[src/rtl/mem_port_arbiter_if.sv]
// Bundle of the I-fetch, D and memory-side signals around mem_port_arbiter.
// master: the arbiter's view. slave: the requesters and memory seen from outside.
interface mem_port_arbiter_if #(
    parameter int unsigned ADDR_W = 32,
    parameter int unsigned DATA_W = 32
);
    // Instruction-fetch requester
    logic              i_read;
    logic [ADDR_W-1:0] i_addr;
    logic [DATA_W-1:0] i_rdata;
    logic              i_resp;

    // Data requester
    logic                d_read;
    logic                d_write;
    logic [DATA_W/8-1:0] d_byte_enable;
    logic [ADDR_W-1:0]   d_addr;
    logic [DATA_W-1:0]   d_wdata;
    logic [DATA_W-1:0]   d_rdata;
    logic                d_resp;

    // Shared memory port
    logic                mem_read;
    logic                mem_write;
    logic [ADDR_W-1:0]   mem_address;
    logic [DATA_W-1:0]   mem_wdata;
    logic [DATA_W/8-1:0] mem_byte_enable;
    logic                mem_resp;
    logic [DATA_W-1:0]   mem_rdata;

    logic arb_busy;

    modport master (
        input  i_read, i_addr,
        output i_rdata, i_resp,
        input  d_read, d_write, d_byte_enable, d_addr, d_wdata,
        output d_rdata, d_resp,
        output mem_read, mem_write, mem_address, mem_wdata, mem_byte_enable,
        input  mem_resp, mem_rdata,
        output arb_busy
    );

    modport slave (
        output i_read, i_addr,
        input  i_rdata, i_resp,
        output d_read, d_write, d_byte_enable, d_addr, d_wdata,
        input  d_rdata, d_resp,
        input  mem_read, mem_write, mem_address, mem_wdata, mem_byte_enable,
        output mem_resp, mem_rdata,
        input  arb_busy
    );
endinterface

[src/rtl/mem_port_arbiter.sv]
// Shares one memory port between the I-fetch and D requesters.
// A winner is picked in IDLE, its command is latched, memory is driven only from the latch,
// the response is routed back, and a one-cycle RECOVER dead cycle follows every transaction.
// Build option ARB_ROUND_ROBIN_EN: round-robin tie-break instead of D priority with an
// I-starvation counter. The port list is the same in both builds.
module mem_port_arbiter #(
    parameter int unsigned ADDR_W       = 32,
    parameter int unsigned DATA_W       = 32,
    parameter int unsigned STARVE_LIMIT = 4
) (
    input logic                clk,
    input logic                rst_n,
    mem_port_arbiter_if.master bus
);

    localparam int unsigned BeW = DATA_W / 8;

    typedef enum logic [1:0] {
        StIdle,
        StServeI,
        StServeD,
        StRecover
    } state_e;

    state_e            state_q, state_d;
    logic [ADDR_W-1:0] addr_q, addr_d;
    logic [DATA_W-1:0] wdata_q, wdata_d;
    logic [BeW-1:0]    be_q, be_d;
    logic              wr_q, wr_d;

    logic i_req, d_req;
    logic grant_i, grant_d;
    logic serve;

`ifdef ARB_ROUND_ROBIN_EN
    // High when D received the most recent grant; resets to "I last" so D wins the first tie.
    logic last_d_q, last_d_d;
`else
    localparam logic [3:0] StarveMax = 4'(STARVE_LIMIT);
    logic [3:0] starve_cnt_q, starve_cnt_d;
`endif

    assign i_req = bus.i_read;
    assign d_req = bus.d_read | bus.d_write;
    assign serve = (state_q == StServeI) || (state_q == StServeD);

    // Grant decision, only meaningful in IDLE
    always_comb begin
        grant_i = 1'b0;
        grant_d = 1'b0;
        if (state_q == StIdle) begin
            if (i_req && d_req) begin
`ifdef ARB_ROUND_ROBIN_EN
                grant_i = last_d_q;
`else
                grant_i = (starve_cnt_q == StarveMax);
`endif
                grant_d = ~grant_i;
            end else begin
                grant_i = i_req;
                grant_d = d_req;
            end
        end
    end

`ifdef ARB_ROUND_ROBIN_EN
    // Remember which requester got the latest grant
    always_comb begin
        last_d_d = last_d_q;
        if (grant_d) begin
            last_d_d = 1'b1;
        end else if (grant_i) begin
            last_d_d = 1'b0;
        end
    end

    // Last-grant register
    always_ff @(posedge clk or negedge rst_n) begin
        if (!rst_n) begin
            last_d_q <= 1'b0;
        end else begin
            last_d_q <= last_d_d;
        end
    end
`else
    // Count D grants that bypassed a waiting I; saturates, cleared by any I grant
    always_comb begin
        starve_cnt_d = starve_cnt_q;
        if (grant_i) begin
            starve_cnt_d = 4'd0;
        end else if (grant_d && i_req && (starve_cnt_q != StarveMax)) begin
            starve_cnt_d = starve_cnt_q + 4'd1;
        end
    end

    // Starvation counter register
    always_ff @(posedge clk or negedge rst_n) begin
        if (!rst_n) begin
            starve_cnt_q <= 4'd0;
        end else begin
            starve_cnt_q <= starve_cnt_d;
        end
    end
`endif

    // Next state and command latch
    always_comb begin
        state_d = state_q;
        addr_d  = addr_q;
        wdata_d = wdata_q;
        be_d    = be_q;
        wr_d    = wr_q;
        case (state_q)
            StIdle: begin
                if (grant_d) begin
                    state_d = StServeD;
                    addr_d  = bus.d_addr;
                    wdata_d = bus.d_wdata;
                    wr_d    = bus.d_write;
                    // Read+write together is a write; reads enable every byte
                    be_d    = bus.d_write ? bus.d_byte_enable : '1;
                end else if (grant_i) begin
                    state_d = StServeI;
                    addr_d  = bus.i_addr;
                    wdata_d = '0;
                    wr_d    = 1'b0;
                    be_d    = '1;
                end
            end
            StServeI, StServeD: begin
                if (bus.mem_resp) begin
                    state_d = StRecover;
                end
            end
            StRecover: state_d = StIdle;
            default:   state_d = StIdle;
        endcase
    end

    // State and latched command registers
    always_ff @(posedge clk or negedge rst_n) begin
        if (!rst_n) begin
            state_q <= StIdle;
            addr_q  <= '0;
            wdata_q <= '0;
            be_q    <= '0;
            wr_q    <= 1'b0;
        end else begin
            state_q <= state_d;
            addr_q  <= addr_d;
            wdata_q <= wdata_d;
            be_q    <= be_d;
            wr_q    <= wr_d;
        end
    end

    // Memory side is driven only from the latch and only while serving; zero otherwise
    always_comb begin
        bus.mem_read        = serve & ~wr_q;
        bus.mem_write       = serve & wr_q;
        bus.mem_address     = serve ? addr_q : '0;
        bus.mem_wdata       = serve ? wdata_q : '0;
        bus.mem_byte_enable = serve ? be_q : '0;
        bus.arb_busy        = serve;
    end

    // Response routing; mem_resp outside a serve state is dropped
    always_comb begin
        bus.i_resp  = (state_q == StServeI) & bus.mem_resp;
        bus.d_resp  = (state_q == StServeD) & bus.mem_resp;
        bus.i_rdata = bus.mem_rdata;
        bus.d_rdata = bus.mem_rdata;
    end

endmodule

[src/flat_wrapper.sv]
// flat-port wrapper written by rule: the top's interface ports become plain ports
module mem_port_arbiter_flat 
#(
    parameter int unsigned ADDR_W       = 32,
    parameter int unsigned DATA_W       = 32,
    parameter int unsigned STARVE_LIMIT = 4
)
  (clk, rst_n, bus_i_read, bus_i_addr, bus_i_rdata, bus_i_resp, bus_d_read, bus_d_write, bus_d_byte_enable, bus_d_addr, bus_d_wdata, bus_d_rdata, bus_d_resp, bus_mem_read, bus_mem_write, bus_mem_address, bus_mem_wdata, bus_mem_byte_enable, bus_mem_resp, bus_mem_rdata, bus_arb_busy);
  mem_port_arbiter_if #(.ADDR_W(ADDR_W), .DATA_W(DATA_W)) bus_i ();
  input logic clk;
  input logic rst_n;
  input wire logic [$bits(bus_i.i_read)-1:0] bus_i_read;
  input wire logic [$bits(bus_i.i_addr)-1:0] bus_i_addr;
  output wire logic [$bits(bus_i.i_rdata)-1:0] bus_i_rdata;
  output wire logic [$bits(bus_i.i_resp)-1:0] bus_i_resp;
  input wire logic [$bits(bus_i.d_read)-1:0] bus_d_read;
  input wire logic [$bits(bus_i.d_write)-1:0] bus_d_write;
  input wire logic [$bits(bus_i.d_byte_enable)-1:0] bus_d_byte_enable;
  input wire logic [$bits(bus_i.d_addr)-1:0] bus_d_addr;
  input wire logic [$bits(bus_i.d_wdata)-1:0] bus_d_wdata;
  output wire logic [$bits(bus_i.d_rdata)-1:0] bus_d_rdata;
  output wire logic [$bits(bus_i.d_resp)-1:0] bus_d_resp;
  output wire logic [$bits(bus_i.mem_read)-1:0] bus_mem_read;
  output wire logic [$bits(bus_i.mem_write)-1:0] bus_mem_write;
  output wire logic [$bits(bus_i.mem_address)-1:0] bus_mem_address;
  output wire logic [$bits(bus_i.mem_wdata)-1:0] bus_mem_wdata;
  output wire logic [$bits(bus_i.mem_byte_enable)-1:0] bus_mem_byte_enable;
  input wire logic [$bits(bus_i.mem_resp)-1:0] bus_mem_resp;
  input wire logic [$bits(bus_i.mem_rdata)-1:0] bus_mem_rdata;
  output wire logic [$bits(bus_i.arb_busy)-1:0] bus_arb_busy;
  assign bus_i.i_read = bus_i_read;
  assign bus_i.i_addr = bus_i_addr;
  assign bus_i_rdata = bus_i.i_rdata;
  assign bus_i_resp = bus_i.i_resp;
  assign bus_i.d_read = bus_d_read;
  assign bus_i.d_write = bus_d_write;
  assign bus_i.d_byte_enable = bus_d_byte_enable;
  assign bus_i.d_addr = bus_d_addr;
  assign bus_i.d_wdata = bus_d_wdata;
  assign bus_d_rdata = bus_i.d_rdata;
  assign bus_d_resp = bus_i.d_resp;
  assign bus_mem_read = bus_i.mem_read;
  assign bus_mem_write = bus_i.mem_write;
  assign bus_mem_address = bus_i.mem_address;
  assign bus_mem_wdata = bus_i.mem_wdata;
  assign bus_mem_byte_enable = bus_i.mem_byte_enable;
  assign bus_i.mem_resp = bus_mem_resp;
  assign bus_i.mem_rdata = bus_mem_rdata;
  assign bus_arb_busy = bus_i.arb_busy;
  mem_port_arbiter #(.ADDR_W(ADDR_W), .DATA_W(DATA_W), .STARVE_LIMIT(STARVE_LIMIT)) u_core (.clk(clk), .rst_n(rst_n), .bus(bus_i));
endmodule
[config.mk]
export PLATFORM = sky130hd
export DESIGN_NAME = mem_port_arbiter_flat
export DESIGN_NICKNAME = d
export VERILOG_FILES = /design/src/rtl/mem_port_arbiter_if.sv /design/src/rtl/mem_port_arbiter.sv /design/src/flat_wrapper.sv
export SDC_FILE = /design/constraint.sdc
export NUM_CORES = 1
export LEC_CHECK = 0
export ABC_AREA = 1
export ABC_CLOCK_PERIOD_IN_PS = 2100
export BUFFER_PORTS_ARGS = -buffer_cell sky130_fd_sc_hd__buf_4
export CORE_AREA = 2 2 108 110
export CTS_BUF_LIST = sky130_fd_sc_hd__clkbuf_4 sky130_fd_sc_hd__clkbuf_8
export CTS_CLUSTER_DIAMETER = 150
export DETAILED_ROUTE_END_ITERATION = 10
export DIE_AREA = 0 0 110 112
export MAX_ROUTING_LAYER = met4
export PLACE_DENSITY = 0.77
export SKIP_LAST_GASP = 1
export SLEW_MARGIN = 10
export SYNTH_ARGS = -nofsm -noshare
export SYNTH_HDL_FRONTEND = slang
export SYNTH_SLANG_ARGS = --single-unit
export TNS_END_PERCENT = 10
[constraint.sdc]
create_clock -name clk -period 2.1 [get_ports clk]
set_input_delay 0.21 -clock clk [delete_from_list [all_inputs] [get_ports clk]]
set_output_delay 0.21 -clock clk [all_outputs]
set_load 0.02 [all_outputs]
==> results of run 1 <==
## state kept, by name, indices dropped and copies added, names as in the netlist
name / cells
u_core.addr_q: 32
u_core.wdata_q: 32
u_core.be_q: 4
u_core.starve_cnt_q: 4
u_core.state_q: 2
u_core.wr_q: 1
## Yosys cell counts
library cell | number | share of area [%]
a21oi_4 | 1 | 0.35
buf_2 | 10 | 1.1
buf_4 | 67 | 11
buf_6 | 3 | 0.73
clkbuf_1 | 16 | 1.3
dfrtp_1 | 75 | 41
ha_1 | 5 | 1.4
inv_1 | 129 | 11
inv_2 | 5 | 0.41
nand2_1 | 277 | 23
nand3_1 | 36 | 3.9
nand3_2 | 1 | 0.22
nand4_1 | 22 | 3.0
nand4_2 | 1 | 0.27
nor2_1 | 3 | 0.24
nor2_2 | 2 | 0.27
nor3_1 | 1 | 0.11
o21ai_0 | 5 | 0.54
o22ai_1 | 4 | 0.54
or2_2 | 4 | 0.54
xor2_1 | 2 | 0.38
## worst max path at each step
stage	from	to	slack, ns	cells past startpoint
2_1_floorplan	u_core.state_q[0]	bus_mem_address[25]	0.26	7
3_3_place_gp	u_core.state_q[1]	u_core.addr_q[3]	0.27	7
3_5_place_dp	u_core.state_q[0]	u_core.addr_q[0]	0.18	7
4_1_cts	u_core.state_q[0]	bus_mem_address[11]	0.13	6
5_1_grt	u_core.state_q[0]	u_core.addr_q[7]	0.002	7
6_report	u_core.state_q[0]	bus_mem_address[11]	0.19	6
## metal layers
layer	up-vias	GRT usage [%]	wire [µm]
met5	-	-	0
met4	0	7.17	280
met3	35	5.68	799
met2	151	30.4	5360
met1	1859	24.4	4870
li1	2095	-	-
## layout by cell type (no fill, tap or decap), types with 2 or more instances in the layout
| cell | Yosys | routed |
|---|---|---|
| inv_2 | 5 | 5 |
| nand3_1 | 36 | 36 |
| nand4_1 | 22 | 22 |
| o22ai_1 | 4 | 4 |
| clkinvlp_4 | 0 | 2 |
| nor2_2 | 2 | 2 |
| inv_1 | 129 | 129 |
| or2_2 | 4 | 4 |
| buf_4 | 67 | 185 |
| xor2_1 | 2 | 2 |
| o21ai_0 | 5 | 5 |
| nor2_1 | 3 | 3 |
| ha_1 | 5 | 4 |
| clkbuf_8 | 0 | 11 |
| nand2_1 | 277 | 277 |
| buf_12 | 0 | 2 |
| dfrtp_1 | 75 | 75 |
## critical path: cells and delay by family, from the launching register on
kind | cells | cell delay, ns
and+or+nand+nor | 1 | 0.10
buffers and inverters | 4 | 0.51
DFF | 1 | 0.37
adders and majority gates | 1 | 0.35
## power by group
group          internal [mW]  switching [mW]  total, mW
registers               2.14           0.375       2.52
clock network          0.606           0.531       1.14
logic                   2.22            3.64       5.86
## cell families after synthesis
family                     after synthesis
buffers and inverters                  230
and+or+nand+nor                        347
xor gates and xnor gates                 2
AOI/OAI and AO/OA                       10
adders and majority gates                5
DFF                                     75
## layout make-up
cell class                      instances  area, µm²
Sequential cell                        75       1880
Clock buffer                           11        151
Fill cell                            1141       5390
Timing Repair Buffer                  188       1440
Inverter                              134        503
Tap cell                              143        179
Clock inverter                          4       50.0
Multi-Input combinational cell        364       1580
## through the flow
| step | util (%) | instance area [µm²] | std cells | worst slack (ns) |
|---|---|---|---|---|
| finish | 51.7 | 5780 | 919 | 0.190 |
| global route | 51.7 | 5780 | 919 | 0.00240 |
| CTS | 51.7 | 5780 | 919 | 0.131 |
| detailed placement | 49.8 | 5570 | 903 | 0.179 |
| global placement | 49.8 | 5570 | 903 | 0.272 |
| floorplan | - | 4610 | 669 | 0.263 |
==> impl_metrics.json, run 1 <==
{
  "outcome": "finished, final reports clean",
  "synth.net_count": 812,
  "yosys_warnings": 0,
  "path_cells": "inv_1, ha_2, buf_12, nand2_1, inv_1, buf_4",
  "synthSimpleGateAreaFrac_pct": 31.1,
  "final_layout_setup_total_negative_slack_ns": 0,
  "tritoncts.num_buffers": 9,
  "route.detailed.drc": 0,
  "vias": 4140,
  "worst_r2r_path_depth": 7,
  "io_buffers": 178,
  "max-clock-path-buffers": 2,
  "critical_path.reg2reg.endpoint": "u_core.addr_q[0]",
  "h-tree-depth": 3,
  "die_x_um": 110,
  "finalPower_mw": 9.52,
  "hp-class": "input pin to flip-flop",
  "final_gp_congestion": 0.808,
  "synth-seq-cells": 75,
  "cpMaxStageDelayCell": "dfrtp_1",
  "antenna_found_initial": 0,
  "finalMaxSlewViolations": 0,
  "max_freq_ghz": 0.523,
  "synth_sequential_area_ratio_pct": 40.7,
  "irDropWorstVdd_uv": 1400,
  "postcts_resize_cnt": 0,
  "die_footprint_mm2": 0.0123,
  "placeableCoreArea_mm2": 0.0112,
  "synth_compound_area_share_pct": 1.44,
  "initial_detailed_routing_violation_count": 311,
  "r2r_slack_ns": 0.19,
  "die_height_um": 112,
  "r2r-start": "u_core.state_q[0]",
  "endpoint_with_the_worst_hold_slack": "u_core.wdata_q[31]",
  "power_leakage_nw": 3.76,
  "drv.max_cap_violation_count": 0,
  "cts_post_setup_buffers_inserted": 0,
  "antenna_cells": 0,
  "tritoncts": "yes",
  "grt.total_usage_pct": 19.7,
  "worst_hold_path.num_cells": 3,
  "post_synth_num_cell_types": 21,
  "synth_xor_area_share_pct": 0.380,
  "critical_path.startpoint_type": "flip-flop",
  "route.final.wire_length_um": 11300,
  "finalCriticalPeriod_ns": 1.91,
  "cp_data_required_time_ns": 1.89,
  "first_pass_grt_wire_length_um": 18600,
  "synth_top_family_by_area": "simple AND/OR/NAND/NOR gates",
  "critical_path_arrival_ns": 1.70,
  "min-delay-start": "bus_d_wdata[31]",
  "globalRouteOverflowTotal": 0,
  "power_density_mw_per_mm2": 1650,
  "report.final.setup_viol": 0,
  "grt_pass1_vias": 4042,
  "synthToLayoutAreaGrowth_pct": 25.5,
  "critPathCaptureType": "primary output",
  "cts.reportedPaths.clkPinSlew_ns": 0.08,
  "floorplan.initialDensity_pct": 41.2,
  "cts_sinks": 75,
  "fin_worst_hold_slack_ns": 0.0655,
  "timing.setup.critical_path_class": "flip-flop to primary output",
  "hold_viol": 0,
  "synthCells": 669,
  "syn_area_per_cell_um2": 6.89,
  "num_rows": 39,
  "boundary_pin_count": 275,
  "post_synth_instance_area_mm2": 0.00461,
  "slew_at_the_pin_with_the_worst_max_slew_slack_ns": 1.11,
  "wl_per_cell_um": 12.3,
  "viasPerCell": 4.50,
  "number_of_hold_buffers_added_after_cts": 1,
  "clk_root_buffer_cell": "clkbuf_8",
  "synthAdderAreaFrac_pct": 1.36,
  "post-dp-hpwl_um": 8060,
  "layout_worst_path_cycle_share_pct": 91.0,
  "critical_path.max_fanout": 53,
  "final_antenna_net_count": 0,
  "clock-skew-final_ns": 0.0104,
  "yosys-mux-area-fraction_pct": 0,
  "num-nets-final": 915,
  "drtPass1Iterations": 4,
  "timing.max_slew.rel_slack_pct": 26.0,
  "timing.critical_path.mode_cell": "inv_1",
  "clk_latency_ns": 0.33,
  "drive_above_1_share_pct": 28.0,
  "rsz0062_at_grt": "no",
  "critical-path-max-stage-delay_ns": 0.37,
  "largest_net_degree_at_the_start_of_global_routing": 66
}
(Power assumes the default switching activity.)
==> run 2: changes to the inputs <==
Settings changed: ABC_CLOCK_PERIOD_IN_PS 2100 to 2150.
Clock period 2.1 ns to 2.15 ns, I/O delays scaled along.
==> run 2 against run 1 <==
  * Non-clock buffer count decreased by 1
  * Flip-flop and latch count unchanged
  * Sequential power down 2%
  * Register-to-register slack improved by 0.04 ns
  * Largest power group unchanged
  * Global-route usage fell by 0.20 points
  * Utilization up 0.39 points
  * Final area grew 0.76%
  * Hold slack got worse by 0.0049 ns
  * First-iteration DRC count decreased by 39%
  * Worst setup slack improved by 0.043 ns
==> impl_metrics.json, run 2 (same netlist as run 1, synthesis figures left out) <==
{
  "clk_latency_ns": 0.34,
  "wl_per_cell_um": 12.3,
  "grt.total_usage_pct": 19.5,
  "viasPerCell": 4.53,
  "die_x_um": 110,
  "tritoncts": "yes",
  "largestRegisters": "u_core.addr_q: 32 flops, u_core.wdata_q: 32 flops",
  "route.final.wire_length_um": 11300,
  "antenna_found_initial": 0,
  "floorplan.initialDensity_pct": 41.2,
  "max_freq_ghz": 0.522,
  "clk_root_buffer_cell": "clkbuf_8",
  "largest_net_degree_at_the_start_of_global_routing": 66,
  "drv.max_cap_violation_count": 0,
  "dp.cells": 902,
  "outcome": "finished, final reports clean",
  "critPathCaptureType": "flip-flop",
  "layoutNonFillerInstCount": 918,
  "grt_pass1_vias": 3973,
  "tritoncts.num_buffers": 9,
  "power_leakage_nw": 3.78,
  "clock-skew-final_ns": 0.0129,
  "finalCriticalPeriod_ns": 1.92,
  "max-clock-path-buffers": 2,
  "power_density_mw_per_mm2": 1640,
  "num-nets-final": 914,
  "critical-path-max-stage-delay_ns": 0.79,
  "boundary_pin_count": 275,
  "final_gp_congestion": 0.816,
  "hold_viol": 0,
  "placed_instance_area_mm2": 0.00556,
  "first_pass_grt_wire_length_um": 18500,
  "final_layout_setup_total_negative_slack_ns": 0,
  "slew_at_the_pin_with_the_worst_max_slew_slack_ns": 1.09,
  "post-dp-hpwl_um": 8150,
  "timing.setup.critical_path_class": "flip-flop to flip-flop",
  "layout_worst_path_cycle_share_pct": 89.2,
  "critical_path.startpoint_type": "flip-flop",
  "synthToLayoutAreaGrowth_pct": 26.5,
  "irDropWorstVdd_uv": 866,
  "h-tree-depth": 3,
  "placeableCoreArea_mm2": 0.0112,
  "drive_above_1_share_pct": 27.9,
  "io_buffers": 178,
  "finalInstanceArea_mm2": 0.00583,
  "critical_path_arrival_ns": 2.19,
  "initial_detailed_routing_violation_count": 190,
  "globalRouteOverflowTotal": 0,
  "finalMaxSlewViolations": 0,
  "die_height_um": 112,
  "cp_data_required_time_ns": 2.43,
  "route.detailed.drc": 0,
  "hp-class": "input pin to flip-flop",
  "final_cell_mix": "277 x nand2_1, 183 x buf_4, 129 x inv_1",
  "report.final.setup_viol": 0,
  "critical_path.max_fanout": 65,
  "cpMaxStageDelayCell": "inv_2",
  "vias": 4158,
  "drtPass1Iterations": 5,
  "path_cells": "inv_1, ha_2, inv_2, a21oi_4, inv_2, nand2_1, nand3_1",
  "cts_sinks": 75,
  "final_antenna_net_count": 0,
  "final_common_cell": "nand2_1",
  "cts_post_setup_buffers_inserted": 0,
  "timing.max_slew.rel_slack_pct": 27.3,
  "antenna_cells": 0,
  "r2r_slack_ns": 0.23,
  "die_footprint_mm2": 0.0123,
  "num_rows": 39,
  "layout.filler_cells": 1133,
  "cts.reportedPaths.clkPinSlew_ns": 0.08,
  "timing.critical_path.mode_cell": "inv_2",
  "rsz0062_at_grt": "no"
}
## run 2: metal layers
metal / vias up / routed length (µm) / GRT usage, %
li1: 2090 / - / -
met1: 1909 / 4830 / 24.1
met2: 130 / 5530 / 31.0
met3: 29 / 734 / 4.33
met4: 0 / 233 / 7.34
met5: - / 0 / -
## run 2: path summary, 6_finish.rpt
path                                   start                 end  cells after the start
setup / recovery           u_core.state_q[0]    u_core.addr_q[0]                      7
setup reg to reg           u_core.state_q[0]    u_core.addr_q[0]                      7
hold / removal               bus_d_wdata[26]  u_core.wdata_q[26]                      3
min in group asynchronous              rst_n   u_core.addr_q[22]                      2
max in group asynchronous              rst_n    u_core.addr_q[1]                      3
hold reg to reg            u_core.wdata_q[1]   u_core.wdata_q[1]                      2
## run 2: through the flow
stage | hold slack, ns | worst slack (ns) | util, % | total power, mW
after floorplan | -0.0806 | 0.308 | - | 6.28
after global placement | 0.191 | 0.281 | 49.8 | 8.15
after detailed placement | 0.195 | 0.214 | 49.8 | 8.26
after CTS | 0.0444 | 0.141 | 52.1 | 9.65
after global routing | 0.0478 | 0.00540 | 52.1 | 10.4
final | 0.0606 | 0.233 | 52.1 | 9.55
## run 2: final cells by class
class / instances / area [µm²] / area share [%]
multi-input cells: 364 / 1580 / 27.2
inverters: 134 / 503 / 8.63
clock buffers: 11 / 151 / 2.60
repair buffers: 187 / 1440 / 24.6
well taps: 143 / 179 / 3.07
flip-flops and latches: 75 / 1880 / 32.2
clock inverters: 4 / 97.6 / 1.68
## run 2: repair_timing
action	in CTS	in global routing
endpoints found under the setup margin	0	1
endpoints found under the hold margin	33	0
hold buffers	1	0
resized for setup	0	1
## run 2: critical path: cells and delay by family, from the launching register on
family	cells	cell delay (ns)
compound gates	1	0.04
fa+ha+maj	1	0.23
buf+inv	3	0.95
flops	1	0.38
simple gates	2	0.26
## run 2: where the power goes
group	internal [mW]	switching, mW	leakage [nW]
clock network	0.829	0.523	0.122
logic	2.17	3.57	2.74
registers	2.09	0.370	0.920
==> run 3: changes to the inputs <==
Settings changed: BUFFER_PORTS_ARGS -buffer_cell sky130_fd_sc_hd__buf_4 to -buffer_cell sky130_fd_sc_hd__clkbuf_2, SETUP_SLACK_MARGIN set to 0.2.
==> run 3 against run 2 <==
  * Non-clock buffer count grew 3
  * Count of clock-buffer cells in the layout stayed put
  * Clock skew fell by 0.0060 ns
  * Flip-flop and latch count did not move
  * Die area stayed put
  * Hold slack improved by 0.0017 ns
  * Power is 4.8% lower
  * Final area fell by 7.2%
  * Sequential share of layout area rose by 2.5 points
  * Sequential power about the same
  * Largest cell class unchanged
  * Wire length increased by 1.5%
  * Utilization is 3.8 points lower
  * Critical path type is now flip-flop to primary output
==> impl_metrics.json, run 3 (same netlist as run 1, synthesis figures left out) <==
{
  "outcome": "finished, final reports clean",
  "final_antenna_net_count": 0,
  "critical-path-max-stage-delay_ns": 0.35,
  "path_cells": "inv_1, ha_4, buf_12, inv_1, nor2_1, clkbuf_2",
  "h-tree-depth": 3,
  "placeableCoreArea_mm2": 0.0112,
  "boundary_pin_count": 275,
  "fin_ws_ns": 0.275,
  "report.final.setup_viol": 0,
  "synthToLayoutAreaGrowth_pct": 17.3,
  "power_frac_clock_pct": 12.1,
  "tritoncts": "yes",
  "critical_path.max_fanout": 18,
  "timing.critical_path.mode_cell": "inv_1",
  "route.detailed.drc": 0,
  "cpMaxStageDelayCell": "dfrtp_1",
  "timing.max_slew.rel_slack_pct": 55.8,
  "power_density_mw_per_mm2": 1680,
  "internal_power_mw": 4.53,
  "antenna_cells": 0,
  "route.final.wire_length_um": 11500,
  "cp_data_required_time_ns": 1.93,
  "rsz0062_at_grt": "yes",
  "p_sw_share_pct": 50.2,
  "cts.reportedPaths.clkPinSlew_ns": 0.08,
  "critPathCaptureType": "primary output",
  "antenna_found_initial": 0,
  "critical_path.n_buffers_inverters": 4,
  "clk_latency_ns": 0.34,
  "drtPass1Iterations": 4,
  "grt_pass1_vias": 3993,
  "finalMaxSlewViolations": 0,
  "finalCriticalPeriod_ns": 1.88,
  "vias": 4257,
  "total_switching_power_mw": 4.56,
  "globalRouteOverflowTotal": 0,
  "max_freq_ghz": 0.533,
  "sequentialPowerShare_pct": 27.1,
  "grt.total_usage_pct": 19.9,
  "critical_path_arrival_ns": 1.66,
  "drive_above_1_share_pct": 28.2,
  "combPwrFrac_pct": 60.8,
  "num_rows": 39,
  "wl_per_cell_um": 12.5,
  "final_layout_setup_total_negative_slack_ns": 0,
  "clock-skew-final_ns": 0.00690,
  "floorplan.initialDensity_pct": 41.2,
  "layout_worst_path_cycle_share_pct": 87.2,
  "largestRegisters": "u_core.addr_q: 32 flops, u_core.wdata_q: 32 flops",
  "tritoncts.num_buffers": 9,
  "final_cell_mix": "277 x nand2_1, 177 x clkbuf_2, 129 x inv_1",
  "initial_detailed_routing_violation_count": 171,
  "largest_net_degree_at_the_start_of_global_routing": 66,
  "die_x_um": 110,
  "max-clock-path-buffers": 2,
  "die_height_um": 112,
  "cts_sinks": 75,
  "irDropWorstVdd_uv": 904,
  "path_delay_family": "buffers and inverters",
  "final_common_cell": "nand2_1",
  "post-dp-hpwl_um": 7820,
  "die_footprint_mm2": 0.0123,
  "timing.setup.critical_path_class": "flip-flop to primary output",
  "layout.filler_cells": 1177,
  "hold_viol": 0,
  "drv.max_cap_violation_count": 0,
  "critical_path.startpoint_type": "flip-flop",
  "io_buffers": 178,
  "final_gp_congestion": 0.856,
  "slew_at_the_pin_with_the_worst_max_slew_slack_ns": 0.663,
  "num-nets-final": 917,
  "first_pass_grt_wire_length_um": 18600,
  "hp-class": "input pin to flip-flop",
  "clk_root_buffer_cell": "clkbuf_8",
  "pre_cts_ws_ns": 0.274,
  "viasPerCell": 4.62,
  "power_leakage_nw": 3.67
}
run 3: changes by cell type in the layout (fill, tap and decap cells not counted), sizes merged:
cell | previous run | this run
bufinv | 3 | 1
buf | 186 | 12
clkinv | 0 | 3
clkbuf | 11 | 188
run 3: worst paths after layout:
| kind | startpoint | endpoint | slack, ns | cells after the start |
|---|---|---|---|---|
| max | u_core.state_q[1] | bus_mem_read | 0.27 | 6 |
| min | bus_d_wdata[17] | u_core.wdata_q[17] | 0.06 | 3 |
| max reg2reg | u_core.state_q[1] | u_core.addr_q[0] | 0.37 | 7 |
| min reg2reg | u_core.wdata_q[21] | u_core.wdata_q[21] | 0.48 | 2 |
| max in group asynchronous | rst_n | u_core.wdata_q[29] | 1.19 | 3 |
| min in group asynchronous | rst_n | u_core.addr_q[22] | 0.37 | 2 |
run 3: final cells by class:
cell class	count	area, µm²	area share [%]
Clock buffer	11	145	2.69
Multi-Input combinational cell	364	1590	29.5
Tap cell	143	179	3.31
Inverter	134	508	9.40
Timing Repair Buffer	190	1050	19.4
Clock inverter	5	52.6	0.972
Sequential cell	75	1880	34.7
run 3: stage by stage:
step                cell area [µm²]  total power [mW]  cells  utilization, %  hold slack (ns)
finish                         5410              9.09    922            48.4           0.0623
global route                   5410              9.93    922            48.4           0.0451
detailed placement             5120              7.66    902            45.8            0.208
floorplan                      4610              6.28    669               -          -0.0806
CTS                            5400              9.21    921            48.3           0.0432
global placement               5120              7.55    902            45.8            0.208
run 3: what timing repair did:
item	4_1_cts	5_1_grt
endpoints found under the hold margin	36	0
hold buffers	1	0
setup endpoints to repair	70	126
setup buffers	0	1
pin swaps	0	1
resized for setup	2	5
gates cloned	2	0
run 3: worst reg2reg max path, stage by stage, from the launching register on:
cell and delay, ns:
dfrtp_1 0.38, inv_1 0.14, ha_4 0.17, buf_4 0.21, nand2_1 0.12, nor2_2 0.45
nand2_1 0.13, nand3_1 0.11
run 3: power by group through the flow:
stage | registers (mW) | logic [mW] | clock network [mW]
2_1_floorplan | 2.38 | 3.90 | 0
6_report | 2.46 | 5.53 | 1.10
5_1_grt | 2.54 | 6.18 | 1.21
4_1_cts | 2.46 | 5.60 | 1.14
3_5_place_dp | 2.47 | 5.18 | 0
3_3_place_gp | 2.47 | 5.09 | 0
run 3: routing by layer:
metal / part of all wire (%) / wire (µm) / GRT usage [%] / vias up
met5: 0 / 0 / - / -
met1: 43 / 4960 / 24.5 / 1942
met3: 7.4 / 850 / 4.74 / 37
li1: - / - / - / 2106
met4: 2.4 / 278 / 7.76 / 0
met2: 47 / 5410 / 31.4 / 172
